File: src/rtl/call_scheduler_if.sv
// Call-scheduler bus: button strobes and car status in, stop mask and summaries out.
// master = button/controller side, slave = scheduler.
interface call_scheduler_if #(
    parameter int NUM_FLOORS  = 10,
    parameter int FLOOR_WIDTH = 4
);
    logic                   cab_call_valid;
    logic [FLOOR_WIDTH-1:0] cab_call_floor;
    logic                   hall_up_valid;
    logic [FLOOR_WIDTH-1:0] hall_up_floor;
    logic                   hall_down_valid;
    logic [FLOOR_WIDTH-1:0] hall_down_floor;
    logic [FLOOR_WIDTH-1:0] current_floor;
    logic                   moving_up;
    logic                   moving_down;
    logic                   clear_current_request;
    logic [NUM_FLOORS-1:0]  floor_requests;
    logic                   has_request_above;
    logic                   has_request_below;
    logic [1:0]             sched_dir;
    logic [FLOOR_WIDTH:0]   pending_count;
    logic                   req_error;

    modport master (
        output cab_call_valid, cab_call_floor,
        output hall_up_valid, hall_up_floor,
        output hall_down_valid, hall_down_floor,
        output current_floor, moving_up, moving_down,
        output clear_current_request,
        input  floor_requests, has_request_above,
        input  has_request_below, sched_dir,
        input  pending_count, req_error
    );

    modport slave (
        input  cab_call_valid, cab_call_floor,
        input  hall_up_valid, hall_up_floor,
        input  hall_down_valid, hall_down_floor,
        input  current_floor, moving_up, moving_down,
        input  clear_current_request,
        output floor_requests, has_request_above,
        output has_request_below, sched_dir,
        output pending_count, req_error
    );
endinterface

File: src/rtl/call_scheduler.sv
// LOOK call scheduler: latches cab/hall calls, tracks direction, builds stop mask.
// Optional fire recall behind `define SCHED_FIRE_RECALL_EN.
module call_scheduler #(
    parameter int NUM_FLOORS   = 10,
    parameter int FLOOR_WIDTH  = 4,
    parameter int RECALL_FLOOR = 0
) (
    input logic clk,
    input logic reset,
`ifdef SCHED_FIRE_RECALL_EN
    input logic fire_recall,
`endif
    call_scheduler_if.slave bus
);
    typedef enum logic [1:0] {
        D_IDLE = 2'b00,
        D_UP   = 2'b01,
        D_DOWN = 2'b10
    } dir_e;

    localparam logic [FLOOR_WIDTH:0] NF =
        (FLOOR_WIDTH+1)'(NUM_FLOORS);
    localparam logic [FLOOR_WIDTH:0] NF_M1 =
        (FLOOR_WIDTH+1)'(NUM_FLOORS-1);
    localparam logic [NUM_FLOORS-1:0] ONE =
        NUM_FLOORS'(1);

    logic [NUM_FLOORS-1:0] cab_q, cab_d;
    logic [NUM_FLOORS-1:0] up_q, up_d;
    logic [NUM_FLOORS-1:0] dn_q, dn_d;
    dir_e                  dir_q, dir_d;
    logic                  err_q, err_d;

    logic                  fire;
    logic [NUM_FLOORS-1:0] any_pend, view, recall_oh;
    logic [NUM_FLOORS-1:0] none_above, none_below;
    logic [NUM_FLOORS-1:0] up_inc, dn_inc, stop, cur_oh;
    logic [NUM_FLOORS-1:0] set_cab, set_up, set_dn;
    logic [NUM_FLOORS-1:0] clr_cab, clr_up, clr_dn;
    logic                  cur_ok, cab_ok, up_ok, dn_ok;
    logic                  above, below, acc_a, acc_b, clr;
    logic [FLOOR_WIDTH:0]  cnt;
    int                    cur_i;

`ifdef SCHED_FIRE_RECALL_EN
    assign fire = fire_recall;
`else
    assign fire = 1'b0;
`endif

    assign cur_i  = int'(bus.current_floor);
    assign cur_ok = {1'b0, bus.current_floor} < NF;
    assign cab_ok = {1'b0, bus.cab_call_floor} < NF;
    assign up_ok  = {1'b0, bus.hall_up_floor} < NF_M1;
    assign dn_ok  = ({1'b0, bus.hall_down_floor} < NF) &&
                    (bus.hall_down_floor != '0);

    assign any_pend = cab_q | up_q | dn_q;

    always_comb begin
        recall_oh = '0;
        recall_oh[RECALL_FLOOR] = 1'b1;
        view = fire ? recall_oh : any_pend;
    end

    // none_above[f]/none_below[f]: no call of any type strictly beyond f
    always_comb begin
        acc_a = 1'b0;
        acc_b = 1'b0;
        none_above = '0;
        none_below = '0;
        for (int f = NUM_FLOORS - 1; f >= 0; f--) begin
            none_above[f] = ~acc_a;
            acc_a = acc_a | any_pend[f];
        end
        for (int f = 0; f < NUM_FLOORS; f++) begin
            none_below[f] = ~acc_b;
            acc_b = acc_b | any_pend[f];
        end
    end

    always_comb begin
        cur_oh = '0;
        above  = 1'b0;
        below  = 1'b0;
        cnt    = '0;
        for (int f = 0; f < NUM_FLOORS; f++) begin
            if (cur_ok && f == cur_i) cur_oh[f] = 1'b1;
            if (cur_ok && f > cur_i) above = above | view[f];
            if (!cur_ok || f < cur_i) below = below | view[f];
            cnt = cnt + {{FLOOR_WIDTH{1'b0}}, any_pend[f]};
        end
    end

    assign up_inc = (dir_q == D_DOWN) ? none_below : '1;
    assign dn_inc = (dir_q == D_UP)   ? none_above : '1;
    assign stop   = fire ? recall_oh :
                    (cab_q | (up_q & up_inc) | (dn_q & dn_inc));

    // Clear masks are based on inclusion so a same-cycle press is swallowed
    always_comb begin
        clr     = bus.clear_current_request && cur_ok;
        clr_cab = clr ? cur_oh : '0;
        clr_up  = clr ? (cur_oh & up_inc) : '0;
        clr_dn  = clr ? (cur_oh & dn_inc) : '0;
        set_cab = '0;
        set_up  = '0;
        set_dn  = '0;
        if (bus.cab_call_valid && cab_ok)
            set_cab = ONE << bus.cab_call_floor;
        if (bus.hall_up_valid && up_ok)
            set_up = ONE << bus.hall_up_floor;
        if (bus.hall_down_valid && dn_ok)
            set_dn = ONE << bus.hall_down_floor;
        cab_d = fire ? '0 : ((cab_q | set_cab) & ~clr_cab);
        up_d  = fire ? '0 : ((up_q | set_up) & ~clr_up);
        dn_d  = fire ? '0 : ((dn_q | set_dn) & ~clr_dn);
        err_d = !fire &&
                ((bus.cab_call_valid && !cab_ok) ||
                 (bus.hall_up_valid && !up_ok) ||
                 (bus.hall_down_valid && !dn_ok));
    end

    always_comb begin
        dir_d = dir_q;
        if (!bus.moving_up && !bus.moving_down) begin
            unique case (dir_q)
                D_IDLE, D_UP:
                    dir_d = above ? D_UP :
                            below ? D_DOWN : D_IDLE;
                D_DOWN:
                    dir_d = below ? D_DOWN :
                            above ? D_UP : D_IDLE;
                default: dir_d = D_IDLE;
            endcase
        end
    end

    always_ff @(posedge clk or posedge reset) begin
        if (reset) begin
            cab_q <= '0;
            up_q  <= '0;
            dn_q  <= '0;
            dir_q <= D_IDLE;
            err_q <= 1'b0;
        end else begin
            cab_q <= cab_d;
            up_q  <= up_d;
            dn_q  <= dn_d;
            dir_q <= dir_d;
            err_q <= err_d;
        end
    end

    assign bus.floor_requests    = stop;
    assign bus.has_request_above = above;
    assign bus.has_request_below = below;
    assign bus.sched_dir         = dir_q;
    assign bus.pending_count     = cnt;
    assign bus.req_error         = err_q;
endmodule

File: src/flat_wrapper.sv
// flat-port wrapper written by rule: the top's interface ports become plain ports
module call_scheduler_flat 
#(
    parameter int NUM_FLOORS   = 10,
    parameter int FLOOR_WIDTH  = 4,
    parameter int RECALL_FLOOR = 0
)
  (clk, reset, bus_cab_call_valid, bus_cab_call_floor, bus_hall_up_valid, bus_hall_up_floor, bus_hall_down_valid, bus_hall_down_floor, bus_current_floor, bus_moving_up, bus_moving_down, bus_clear_current_request, bus_floor_requests, bus_has_request_above, bus_has_request_below, bus_sched_dir, bus_pending_count, bus_req_error);
  call_scheduler_if #(.NUM_FLOORS(NUM_FLOORS), .FLOOR_WIDTH(FLOOR_WIDTH)) bus_i ();
  input logic clk;
  input logic reset;
  input wire logic [$bits(bus_i.cab_call_valid)-1:0] bus_cab_call_valid;
  input wire logic [$bits(bus_i.cab_call_floor)-1:0] bus_cab_call_floor;
  input wire logic [$bits(bus_i.hall_up_valid)-1:0] bus_hall_up_valid;
  input wire logic [$bits(bus_i.hall_up_floor)-1:0] bus_hall_up_floor;
  input wire logic [$bits(bus_i.hall_down_valid)-1:0] bus_hall_down_valid;
  input wire logic [$bits(bus_i.hall_down_floor)-1:0] bus_hall_down_floor;
  input wire logic [$bits(bus_i.current_floor)-1:0] bus_current_floor;
  input wire logic [$bits(bus_i.moving_up)-1:0] bus_moving_up;
  input wire logic [$bits(bus_i.moving_down)-1:0] bus_moving_down;
  input wire logic [$bits(bus_i.clear_current_request)-1:0] bus_clear_current_request;
  output wire logic [$bits(bus_i.floor_requests)-1:0] bus_floor_requests;
  output wire logic [$bits(bus_i.has_request_above)-1:0] bus_has_request_above;
  output wire logic [$bits(bus_i.has_request_below)-1:0] bus_has_request_below;
  output wire logic [$bits(bus_i.sched_dir)-1:0] bus_sched_dir;
  output wire logic [$bits(bus_i.pending_count)-1:0] bus_pending_count;
  output wire logic [$bits(bus_i.req_error)-1:0] bus_req_error;
  assign bus_i.cab_call_valid = bus_cab_call_valid;
  assign bus_i.cab_call_floor = bus_cab_call_floor;
  assign bus_i.hall_up_valid = bus_hall_up_valid;
  assign bus_i.hall_up_floor = bus_hall_up_floor;
  assign bus_i.hall_down_valid = bus_hall_down_valid;
  assign bus_i.hall_down_floor = bus_hall_down_floor;
  assign bus_i.current_floor = bus_current_floor;
  assign bus_i.moving_up = bus_moving_up;
  assign bus_i.moving_down = bus_moving_down;
  assign bus_i.clear_current_request = bus_clear_current_request;
  assign bus_floor_requests = bus_i.floor_requests;
  assign bus_has_request_above = bus_i.has_request_above;
  assign bus_has_request_below = bus_i.has_request_below;
  assign bus_sched_dir = bus_i.sched_dir;
  assign bus_pending_count = bus_i.pending_count;
  assign bus_req_error = bus_i.req_error;
  call_scheduler #(.NUM_FLOORS(NUM_FLOORS), .FLOOR_WIDTH(FLOOR_WIDTH), .RECALL_FLOOR(RECALL_FLOOR)) u_core (.clk(clk), .reset(reset), .bus(bus_i));
endmodule
File: config.mk
export PLATFORM = sky130hd
export DESIGN_NAME = call_scheduler_flat
export DESIGN_NICKNAME = d
export VERILOG_FILES = /design/src/rtl/call_scheduler_if.sv /design/src/rtl/call_scheduler.sv /design/src/flat_wrapper.sv
export SDC_FILE = /design/constraint.sdc
export NUM_CORES = 1
export LEC_CHECK = 0
export BUFFER_PORTS_ARGS = -buffer_cell sky130_fd_sc_hd__buf_2
export CAP_MARGIN = 20
export CELL_PAD_IN_SITES_DETAIL_PLACEMENT = 1
export CELL_PAD_IN_SITES_GLOBAL_PLACEMENT = 1
export CORE_MARGIN = 8
export CORE_UTILIZATION = 37
export DETAILED_ROUTE_END_ITERATION = 6
export PLACE_DENSITY = 0.77
export SLEW_MARGIN = 5
export SYNTH_ARGS = -nofsm -noshare
export SYNTH_HDL_FRONTEND = slang
export SYNTH_SLANG_ARGS = --single-unit
File: constraint.sdc
create_clock -name clk -period 3.8 [get_ports clk]
set_clock_uncertainty 0.15 [all_clocks]
set_input_delay 0.19 -clock clk [delete_from_list [all_inputs] [get_ports clk]]
set_output_delay 0.19 -clock clk [all_outputs]
set_load 0.02 [all_outputs]
==> flow_summary_export.csv, run 1 <==
group,metric,value,unit
logic_synthesis,netlist_area,2220,um^2
placement,place_ws,-0.163,ns
final_layout,multi_input_area,1340,um^2
placement,placed_cells,387,
global_route,grt_usage,18.4,%
final_layout,nets,358,
logic_synthesis,synth_warnings,0,
timing,fin_ws,-0.342,ns
timing,slew_headroom,39.9,%
clock_network,insertion_delay,0.29,ns
timing,fin_crit,4.14,ns
detailed_routing,drc,0,
logic_synthesis,synth_xor_area_share,0.395,%
timing,slew_violations,0,
timing,fmax,241,MHz
global_route,grt_max_degree,26,
worst_setup_path,reg2reg_depth,9,
placement,place_area,2650,um^2
clock_network,clockBufferDepth,2,
hold_path,min_to,"u_core.bus.sched_dir[1]",
logic_synthesis,ys_seq_area_share,37.2,%
final_layout,drive_above_1_share,26.8,%
clock_network,cts_tree,"done",
worst_setup_path,worst_setup_path_end_kind,"output pin",
final_layout,syn2layout_area_growth,25.0,%
detailed_routing,antenna_left,0,
floorplanning,chipWidth,93.4,um
run,max-cap-violations,0,
final_layout,fillers,699,
logic_synthesis,ys_seq_elements,33,
timing,rsz0062_at_grt,"true",
final_layout,final_area,2770,um^2
hold_path,worstHoldStart,"bus_moving_down",
final_layout,final_common_cell,"a21oi_1",
floorplanning,coreArea,5850,um^2
timing,worst_pin_slew,0.900,ns
logic_synthesis,yosys-top-cells-area,"dfrtp_1 37%, a21oi_1 9.2%, nor2_1 6.1%, fa_1 5.4%, a221o_1 3.6%",
detailed_routing,via_per_inst,5.64,
placement,dp_hpwl,6040,um
pwr,power,2.17,mW
logic_synthesis,muxShareOfSynthArea,0,%
placement,io_buffers,42,
global_route,antenna_found_initial,0,
detailed_routing,drtIter0Drc,149,
floorplanning,initial_core_util,37.9,%
logic_synthesis,synthAdderAreaFrac,8.80,%
worst_setup_path,path_max_fanout,2,
floorplanning,io_pins,44,
final_layout,diodes,0,
global_route,grt_overflow,0,
logic_synthesis,syn_nets,297,
logic_synthesis,syn-mean-instance-area,8.50,um^2
clock_network,clkSinkCount,33,
pwr,vdd_ir_drop_max,0.528,mV
timing,setup_viol,4,
final_layout,final_cell_mix,"41 x a21oi_1, 38 x buf_2, 36 x nor2_1",
worst_setup_path,start_kind,"flip-flop",
run_status,violations,"negative setup slack",
logic_synthesis,synth_top_area_cell,"dfrtp_1",
worst_setup_path,r2r_slack,1.25,ns
worst_setup_path,timing.rr.start,"u_core.dn_q[0]",
run_status,run_status,"finished with violations",
logic_synthesis,synth_top_family_by_area,"compound AO/OA/AOI/OAI gates",
timing,hold_viol,0,
detailed_routing,detail_route.wl_per_cell,18.9,um
placement,gp_routability_congestion,0.940,
worst_setup_path,r2r_end,"u_core.up_q[9]",
logic_synthesis,synth_cell_types,46,
hold_path,whs_path_depth,3,
logic_synthesis,synth_compound_area_share,26.6,%
global_route,grt_pass1_vias,2426,
worst_setup_path,cp.arrival,3.80,ns
clock_network,clk_pin_slew,0.07,ns
pwr,power_density,784,nW/um^2
timing,final.period_utilization,109,%
floorplanning,row_count,28,
floorplanning,die_area,8730,um^2
worst_setup_path,critPathKind,"reg2out",
logic_synthesis,synth_cells,261,
timing,holdWs,0.0737,ns
final_layout,final_cells,396,
logic_synthesis,synth_top_area_share,37.2,%
detailed_routing,num_vias,2233,
detailed_routing,totalWireLength,7470,um
logic_synthesis,yosys.area_share.simple,22.8,%
clock_network,htree_levels,2,
detailed_routing,dr.pass1.iters,4,
clock_network,cts-root-buf,"clkbuf_8",
pwr,p_leak,1.19,nW
worst_setup_path,worstPathRequired,3.46,ns
global_route,grt_pass1_wl,12700,um
hold_path,hold_class,"in2reg",
final_layout,regArea,826,um^2
floorplanning,die_h,93.4,um
clock_network,cts_buffers,5,
[metal layers]
layer | part of all wire (%) | vias to the layer above | GRT usage, % | routed length, um
met3 | 4.5 | 9 | 4.09 | 337
met4 | 1.1 | 0 | 3.76 | 79
met2 | 49 | 53 | 30.1 | 3700
met1 | 45 | 1111 | 24.2 | 3360
li1 | - | 1060 | - | -
met5 | 0 | - | 0 | 0
[cell type report]
cell class / count / area share (%)
Multi-Input combinational cell: 206 / 48.2
Sequential cell: 33 / 29.8
Timing Repair Buffer: 61 / 13.9
Tap cell: 75 / 3.38
Clock buffer: 5 / 2.48
Inverter: 15 / 2.08
Clock inverter: 1 / 0.181
[power breakdown]
group | internal [mW] | switching [mW] | leakage, nW | total [mW]
combinational | 0.643 | 0.752 | 0.752 | 1.39
sequential | 0.445 | 0.0869 | 0.396 | 0.532
clock | 0.120 | 0.127 | 0.0399 | 0.248
[metrics by stage]
stage | util, % | TNS (ns)
4_1_cts | 47.4 | -1.18
6_report | 47.4 | -0.918
5_1_grt | 47.4 | -1.29
3_3_place_gp | 45.2 | -0.124
2_1_floorplan | - | 0
3_5_place_dp | 45.2 | -0.243
[how the worst max path moves through the flow]
stage	slack, ns	end	startpoint
6_report	-0.34	bus_pending_count[1]	u_core.dn_q[1]
4_1_cts	-0.41	bus_pending_count[1]	u_core.up_q[1]
5_1_grt	-0.43	bus_pending_count[1]	u_core.dn_q[1]
2_1_floorplan	0.0005	bus_pending_count[1]	u_core.dn_q[1]
3_5_place_dp	-0.16	bus_pending_count[1]	u_core.dn_q[1]
3_3_place_gp	-0.11	bus_pending_count[1]	u_core.dn_q[1]
[cells by family after synthesis]
group / count (synthesis)
AO/OA/AOI/OAI: 91
XOR/XNOR: 1
adder cells (fa/ha/maj): 12
buffers and inverters: 22
flip-flops: 33
other: 1
AND/OR/NAND/NOR: 101
[cells in the mapped netlist (all sizes together)]
library cell and n:
nand2b 3, a41oi 2, a21o 3, a21oi 41, nand2 18, or2 4, buf 3, a21boi 3
nor3b 2, nor4 1, xor2 1, nand3 3, or3 4, o311ai 1, o221ai 1, nand3b 1
nand4 1, o31ai 3, a22oi 2, o21ai 13, clkbuf 4, inv 14, a211o 2, o41ai 2
and2 2, and3b 2, conb 1, ha 6, dfrtp 33, fa 6, clkinv 1, nor3 13
nor2b 11, a31o 1, a221o 8, a31oi 6, nor2 36, o211ai 1, a211oi 2
[critical path: stages, from the launching register on]
cell and delay, ns:
dfrtp_1 0.39, or3_4 0.42, ha_4 0.28, fa_1 0.43, fa_1 0.46, fa_1 0.50
inv_2 0.04, fa_2 0.35, inv_2 0.08, fa_2 0.43, buf_6 0.14
[registers in the layout, summed over array words and instances (netlist names)]
register and cells:
u_core.cab_q 10, u_core.bus.req_error 1, u_core.up_q 10, u_core.dn_q 10, u_core.bus.sched_dir 2
[timing repair]
| action | 4_1_cts | 5_1_grt |
|---|---|---|
| endpoints found under the setup margin | 4 | 4 |
| pin swaps | 9 | 5 |
| resized for setup | 10 | 2 |
| hold endpoints to repair | 8 | 0 |
| hold buffers | 1 | 0 |
| buffers inserted | 2 | 1 |
| gates cloned | 0 | 0 |
Note: power is estimated with default switching activity, not from simulation.
==> run 2: changes to the inputs <==
- CORE_UTILIZATION: 37 -> 38
- CTS_BUF_LIST: not set -> sky130_fd_sc_hd__clkbuf_8
- PLACE_DENSITY: 0.77 -> 0.79
==> run 2 against run 1 <==
The run still ends with negative setup slack left. Worst setup slack got worse by 0.015 ns. Maximum frequency down 0.36%. Non-clock buffer count is 4 higher. Critical path type unchanged. Largest power group unchanged. Highest routed layer unchanged.
==> flow_summary_export.csv, run 2 (synthesized netlist as in run 1, its figures left out) <==
group,metric,value,unit
global_route,grt_max_degree,22,
worst_setup_path,crit_chain,"or3_4 > ha_4 > fa_1 > fa_1 > fa_1 > inv_2 > fa_2 > inv_2 > fa_2 > buf_6",
final_layout,final_cell_mix,"41 x a21oi_1, 38 x buf_2, 36 x nor2_1",
detailed_routing,drc,0,
hold_path,hold_class,"in2reg",
detailed_routing,via_per_inst,5.50,
final_layout,reg.largest.list,"u_core.cab_q x10, u_core.dn_q x10, u_core.up_q x10",
final_layout,diodes,0,
pwr,power,2.21,mW
placement,place_area,2650,um^2
worst_setup_path,cp.arrival,3.82,ns
final_layout,nets,362,
detailed_routing,detail_route.wl_per_cell,18.9,um
timing,setup_viol,4,
floorplanning,chipWidth,92.4,um
timing,fmax,241,MHz
placement,placed_cells,388,
floorplanning,coreArea,5780,um^2
floorplanning,io_pins,44,
placement,gp_routability_congestion,0.955,
final_layout,drive_above_1_share,27.9,%
final_layout,final_common_cell,"a21oi_1",
run_status,violations,"negative setup slack",
detailed_routing,totalWireLength,7570,um
pwr,power_density,786,nW/um^2
clock_network,cts-root-buf,"clkbuf_8",
worst_setup_path,cpMaxStageDelayCell,"fa_1",
timing,worst_pin_slew,0.930,ns
placement,dp_hpwl,6120,um
hold_path,min_to,"u_core.bus.sched_dir[1]",
clock_network,cts_tree,"done",
final_layout,final_core_util,48.7,%
hold_path,whs_path_depth,3,
pwr,vdd_ir_drop_max,0.741,mV
run_status,run_status,"finished with violations",
clock_network,htree_levels,2,
worst_setup_path,r2r_end,"u_core.dn_q[0]",
worst_setup_path,max_stage_delay,0.51,ns
worst_setup_path,worstPathRequired,3.46,ns
timing,slew_headroom,37.9,%
detailed_routing,antenna_left,0,
worst_setup_path,timing.rr.start,"u_core.up_q[7]",
timing,hold_viol,0,
timing,totalNegativeSetupSlack,-0.852,ns
clock_network,clkSinkCount,33,
timing,fin_crit,4.16,ns
detailed_routing,drtIter0Drc,109,
pwr,p_leak,1.22,nW
floorplanning,die_area,8540,um^2
global_route,grt_pass1_vias,2374,
final_layout,final_area,2820,um^2
timing,fin_ws,-0.357,ns
hold_path,worstHoldStart,"bus_moving_up",
worst_setup_path,worst_setup_path_end_kind,"output pin",
worst_setup_path,start_kind,"flip-flop",
timing,final.period_utilization,109,%
run,max-cap-violations,0,
global_route,grt_overflow,0,
floorplanning,die_h,92.4,um
worst_setup_path,r2r_slack,1.14,ns
final_layout,final_cells,401,
global_route,antenna_found_initial,0,
clock_network,cts_buffers,5,
worst_setup_path,critPathKind,"reg2out",
clock_network,insertion_delay,0.29,ns
floorplanning,initial_core_util,38.4,%
detailed_routing,num_vias,2207,
worst_setup_path,cp_common_cell,"fa_1",
worst_setup_path,reg2reg_depth,6,
global_route,grt_usage,17.9,%
final_layout,syn2layout_area_growth,27.0,%
worst_setup_path,path_max_fanout,2,
placement,io_buffers,42,
clock_network,clockBufferDepth,2,
global_route,grt_pass1_wl,12100,um
timing,rsz0062_at_grt,"true",
detailed_routing,dr.pass1.iters,4,
floorplanning,row_count,28,
timing,slew_violations,0,
clock_network,clk_pin_slew,0.06,ns
-- run 2: area by class of cell --
cell class              count  area (um^2)
flip-flops and latches     33          826
fillers                   726         2960
inverters                  15         57.6
well taps                  75         93.8
clock buffers               6         82.6
clock inverters             1         3.75
repair buffers             65          410
multi-input cells         206         1340
-- run 2: per-stage QoR --
stage	hold slack (ns)	setup WS, ns
6_report	0.0584	-0.357
5_1_grt	0.0906	-0.445
4_1_cts	0.0674	-0.415
3_5_place_dp	0.0853	-0.168
3_3_place_gp	0.0715	-0.106
2_1_floorplan	0.169	0.000513
-- run 2: worst max-delay path by stage --
stage,startpoint,to,cells past startpoint
5_1_grt,u_core.up_q[0],bus_pending_count[1],10
6_report,u_core.up_q[0],bus_pending_count[1],10
3_3_place_gp,u_core.dn_q[1],bus_pending_count[1],10
4_1_cts,u_core.up_q[0],bus_pending_count[1],10
2_1_floorplan,u_core.dn_q[1],bus_pending_count[1],9
3_5_place_dp,u_core.dn_q[1],bus_pending_count[1],10
-- run 2: repair_timing --
action	in CTS	in global routing
hold buffers	1	0
resized for setup	9	2
buffers inserted	3	2
pin swaps	9	2
endpoints found under the setup margin	4	4
endpoints found under the hold margin	12	0
-- run 2: power by group --
part           leakage (nW)  internal (mW)  switching, mW
sequential            0.396          0.445         0.0870
combinational         0.772          0.643          0.770
clock                0.0485          0.141          0.127
total                  1.22           1.23          0.984
-- run 2: worst max-delay path, delay by kind of cell, from the launching register on --
kind,cells,cell delay (ns)
fa+ha+maj,6,2.48
simple gates,1,0.41
flops,1,0.38
buf+inv,3,0.26
-- run 2: routing by layer --
layer,wire [um],part of all wire (%),track usage [%],vias up
met3,276,3.6,4.37,11
met5,0,0,0,-
li1,-,-,-,1061
met4,132,1.7,4.83,0
met2,3870,51,31.8,39
met1,3300,44,21.1,1096
==> run 3: changes to the inputs <==
- BUFFER_PORTS_ARGS: -buffer_cell sky130_fd_sc_hd__buf_2 -> not set
- CORE_UTILIZATION: 38 -> 44
- DONT_BUFFER_PORTS: not set -> 1
==> run 3 against run 2 <==
Non-clock buffer count down 24. Global-route usage up 3.7 points. Maximum frequency up 1.4%. Routed wire length up 2.0%. The flow still finishes with violations (negative setup slack). Core utilization up 7.5 points. Worst hold slack worse by 0.049 ns. Critical path depth down 1. Cell count down 7.0%. Register-to-register slack better by 0.06 ns. Sequential power up 3%.
==> flow_summary_export.csv, run 3 (synthesized netlist as in run 1, its figures left out) <==
group,metric,value,unit
worst_setup_path,start_kind,"flip-flop",
final_layout,final_cell_mix,"41 x a21oi_1, 36 x nor2_1, 33 x dfrtp_1",
clock_network,clockBufferDepth,2,
timing,holdWs,0.00981,ns
placement,gp_routability_congestion,0.946,
pwr,p_leak,1.14,nW
final_layout,nets,338,
clock_network,cts_buffers,5,
floorplanning,chipWidth,87.0,um
worst_setup_path,startpoint,"u_core.up_q[1]",
global_route,antenna_found_initial,0,
timing,fmax,244,MHz
placement,io_buffers,0,
clock_network,clk_pin_slew,0.07,ns
placement,dp_hpwl,5750,um
floorplanning,initial_core_util,44.6,%
timing,slew_headroom,39.6,%
timing,fin_ws,-0.302,ns
worst_setup_path,timing.rr.start,"u_core.up_q[7]",
detailed_routing,totalWireLength,7730,um
floorplanning,io_pins,44,
global_route,grt_pass1_wl,12600,um
run_status,run_status,"finished with violations",
pwr,clkPwrFrac,16.9,%
timing,rsz0062_at_grt,"true",
clock_network,insertion_delay,0.29,ns
detailed_routing,drtIter0Drc,204,
timing,worst_pin_slew,0.897,ns
timing,hold_viol,0,
detailed_routing,drc,0,
pwr,power_density,726,nW/um^2
run_status,violations,"negative setup slack",
final_layout,drive_above_1_share,15.2,%
detailed_routing,detail_route.wl_per_cell,20.7,um
worst_setup_path,cp.arrival,3.76,ns
final_layout,final_common_cell,"a21oi_1",
timing,final.period_utilization,108,%
detailed_routing,dr.pass1.iters,5,
clock_network,cts_tree,"done",
detailed_routing,antenna_left,0,
final_layout,reg.largest.list,"u_core.cab_q x10, u_core.dn_q x10, u_core.up_q x10",
final_layout,diodes,0,
pwr,power.internal,1.11,mW
clock_network,htree_levels,2,
pwr,pwr-share-seq,27.0,%
worst_setup_path,worstPathRequired,3.46,ns
detailed_routing,via_per_inst,5.95,
floorplanning,row_count,26,
pwr,vdd_ir_drop_max,0.852,mV
floorplanning,die_h,87.0,um
run,max-cap-violations,0,
worst_setup_path,cpMaxStageDelayCell,"fa_1",
pwr,combPwrFrac,56.1,%
global_route,grt_usage,21.6,%
pwr,p_switching,918,uW
worst_setup_path,crit_chain,"or3_4 > ha_4 > fa_1 > fa_1 > fa_1 > inv_2 > fa_2 > inv_2 > fa_2",
worst_setup_path,worst_setup_path_end_kind,"output pin",
hold_path,worstHoldStart,"bus_cab_call_floor[0]",
global_route,grt_overflow,0,
clock_network,cts-root-buf,"clkbuf_8",
timing,fin_crit,4.10,ns
clock_network,clkSinkCount,33,
worst_setup_path,path_max_fanout,2,
floorplanning,coreArea,4980,um^2
pwr,p_sw_share,45.2,%
final_layout,syn2layout_area_growth,26.2,%
placement,placed_cells,338,
worst_setup_path,critPathKind,"reg2out",
placement,place_ws,-0.0893,ns
final_layout,final_cells,373,
timing,slew_violations,0,
global_route,grt_max_degree,34,
worst_setup_path,cp_common_cell,"fa_1",
worst_setup_path,max_stage_delay,0.52,ns
hold_path,hold_class,"in2reg",
detailed_routing,num_vias,2220,
timing,setup_viol,4,
floorplanning,die_area,7570,um^2
global_route,grt_pass1_vias,2430,
run 3: cell types whose count changed in the layout (fill, tap and decap cells not counted), sizes merged:
cell and change:
bufinv +1, dlygate4sd3 +21, buf -45
run 3: metal layers:
layer	up-vias	part of all wire [%]	global-route usage, %
li1	1016	-	-
met1	1116	42	25.9
met2	68	50	36.0
met3	20	5.9	5.28
met4	0	2.6	8.76
met5	-	0	0
run 3: power by group through the flow:
stage / combinational (mW) / clock (mW) / sequential, mW
6_report: 1.14 / 0.343 / 0.548
5_1_grt: 1.27 / 0.359 / 0.559
2_1_floorplan: 0.833 / 0 / 0.527
3_3_place_gp: 1.02 / 0 / 0.542
3_5_place_dp: 1.05 / 0 / 0.549
4_1_cts: 1.14 / 0.347 / 0.543
run 3: through the flow:
step	TNS (ns)	power, mW	cell area (um^2)	utilization, %
6_report	-0.759	2.03	2800	56.2
5_1_grt	-1.17	2.19	2800	56.2
4_1_cts	-0.888	2.03	2780	55.9
3_5_place_dp	-0.170	1.60	2410	48.5
3_3_place_gp	-0.0308	1.56	2410	48.5
2_1_floorplan	0	1.36	2250	-
run 3: final timing paths:
kind	to	slack, ns	cells after the start
hold reg to reg	u_core.cab_q[2]	0.39	2
min in group asynchronous	u_core.cab_q[8]	0.30	3
max in group asynchronous	u_core.cab_q[0]	2.89	3
hold / removal	u_core.cab_q[2]	0.01	3
setup / recovery	bus_pending_count[1]	-0.30	9
setup reg to reg	u_core.bus.sched_dir[1]	1.20	7
run 3: critical path, delay by kind of cell (launching register included):
kind / cells / cell delay [ns]
adders and majority gates: 6 / 2.55
and+or+nand+nor: 1 / 0.41
DFF: 1 / 0.39
buffers and inverters: 2 / 0.12
run 3: layout make-up:
cell class              instances  area [um^2]
repair buffers                 41          363
clock buffers                   6         82.6
inverters                      15         57.6
clock inverters                 2         33.8
flip-flops and latches         33          826
multi-input cells             206         1350
well taps                      70         87.6
fillers                       589         2180
run 3: timing repair:
action / 4_1_cts / 5_1_grt
setup buffers: 3 / 2
endpoints found under the hold margin: 50 / 0
pin swaps: 9 / 4
hold buffers: 22 / 0
setup endpoints to repair: 4 / 4
resized for setup: 2 / 1
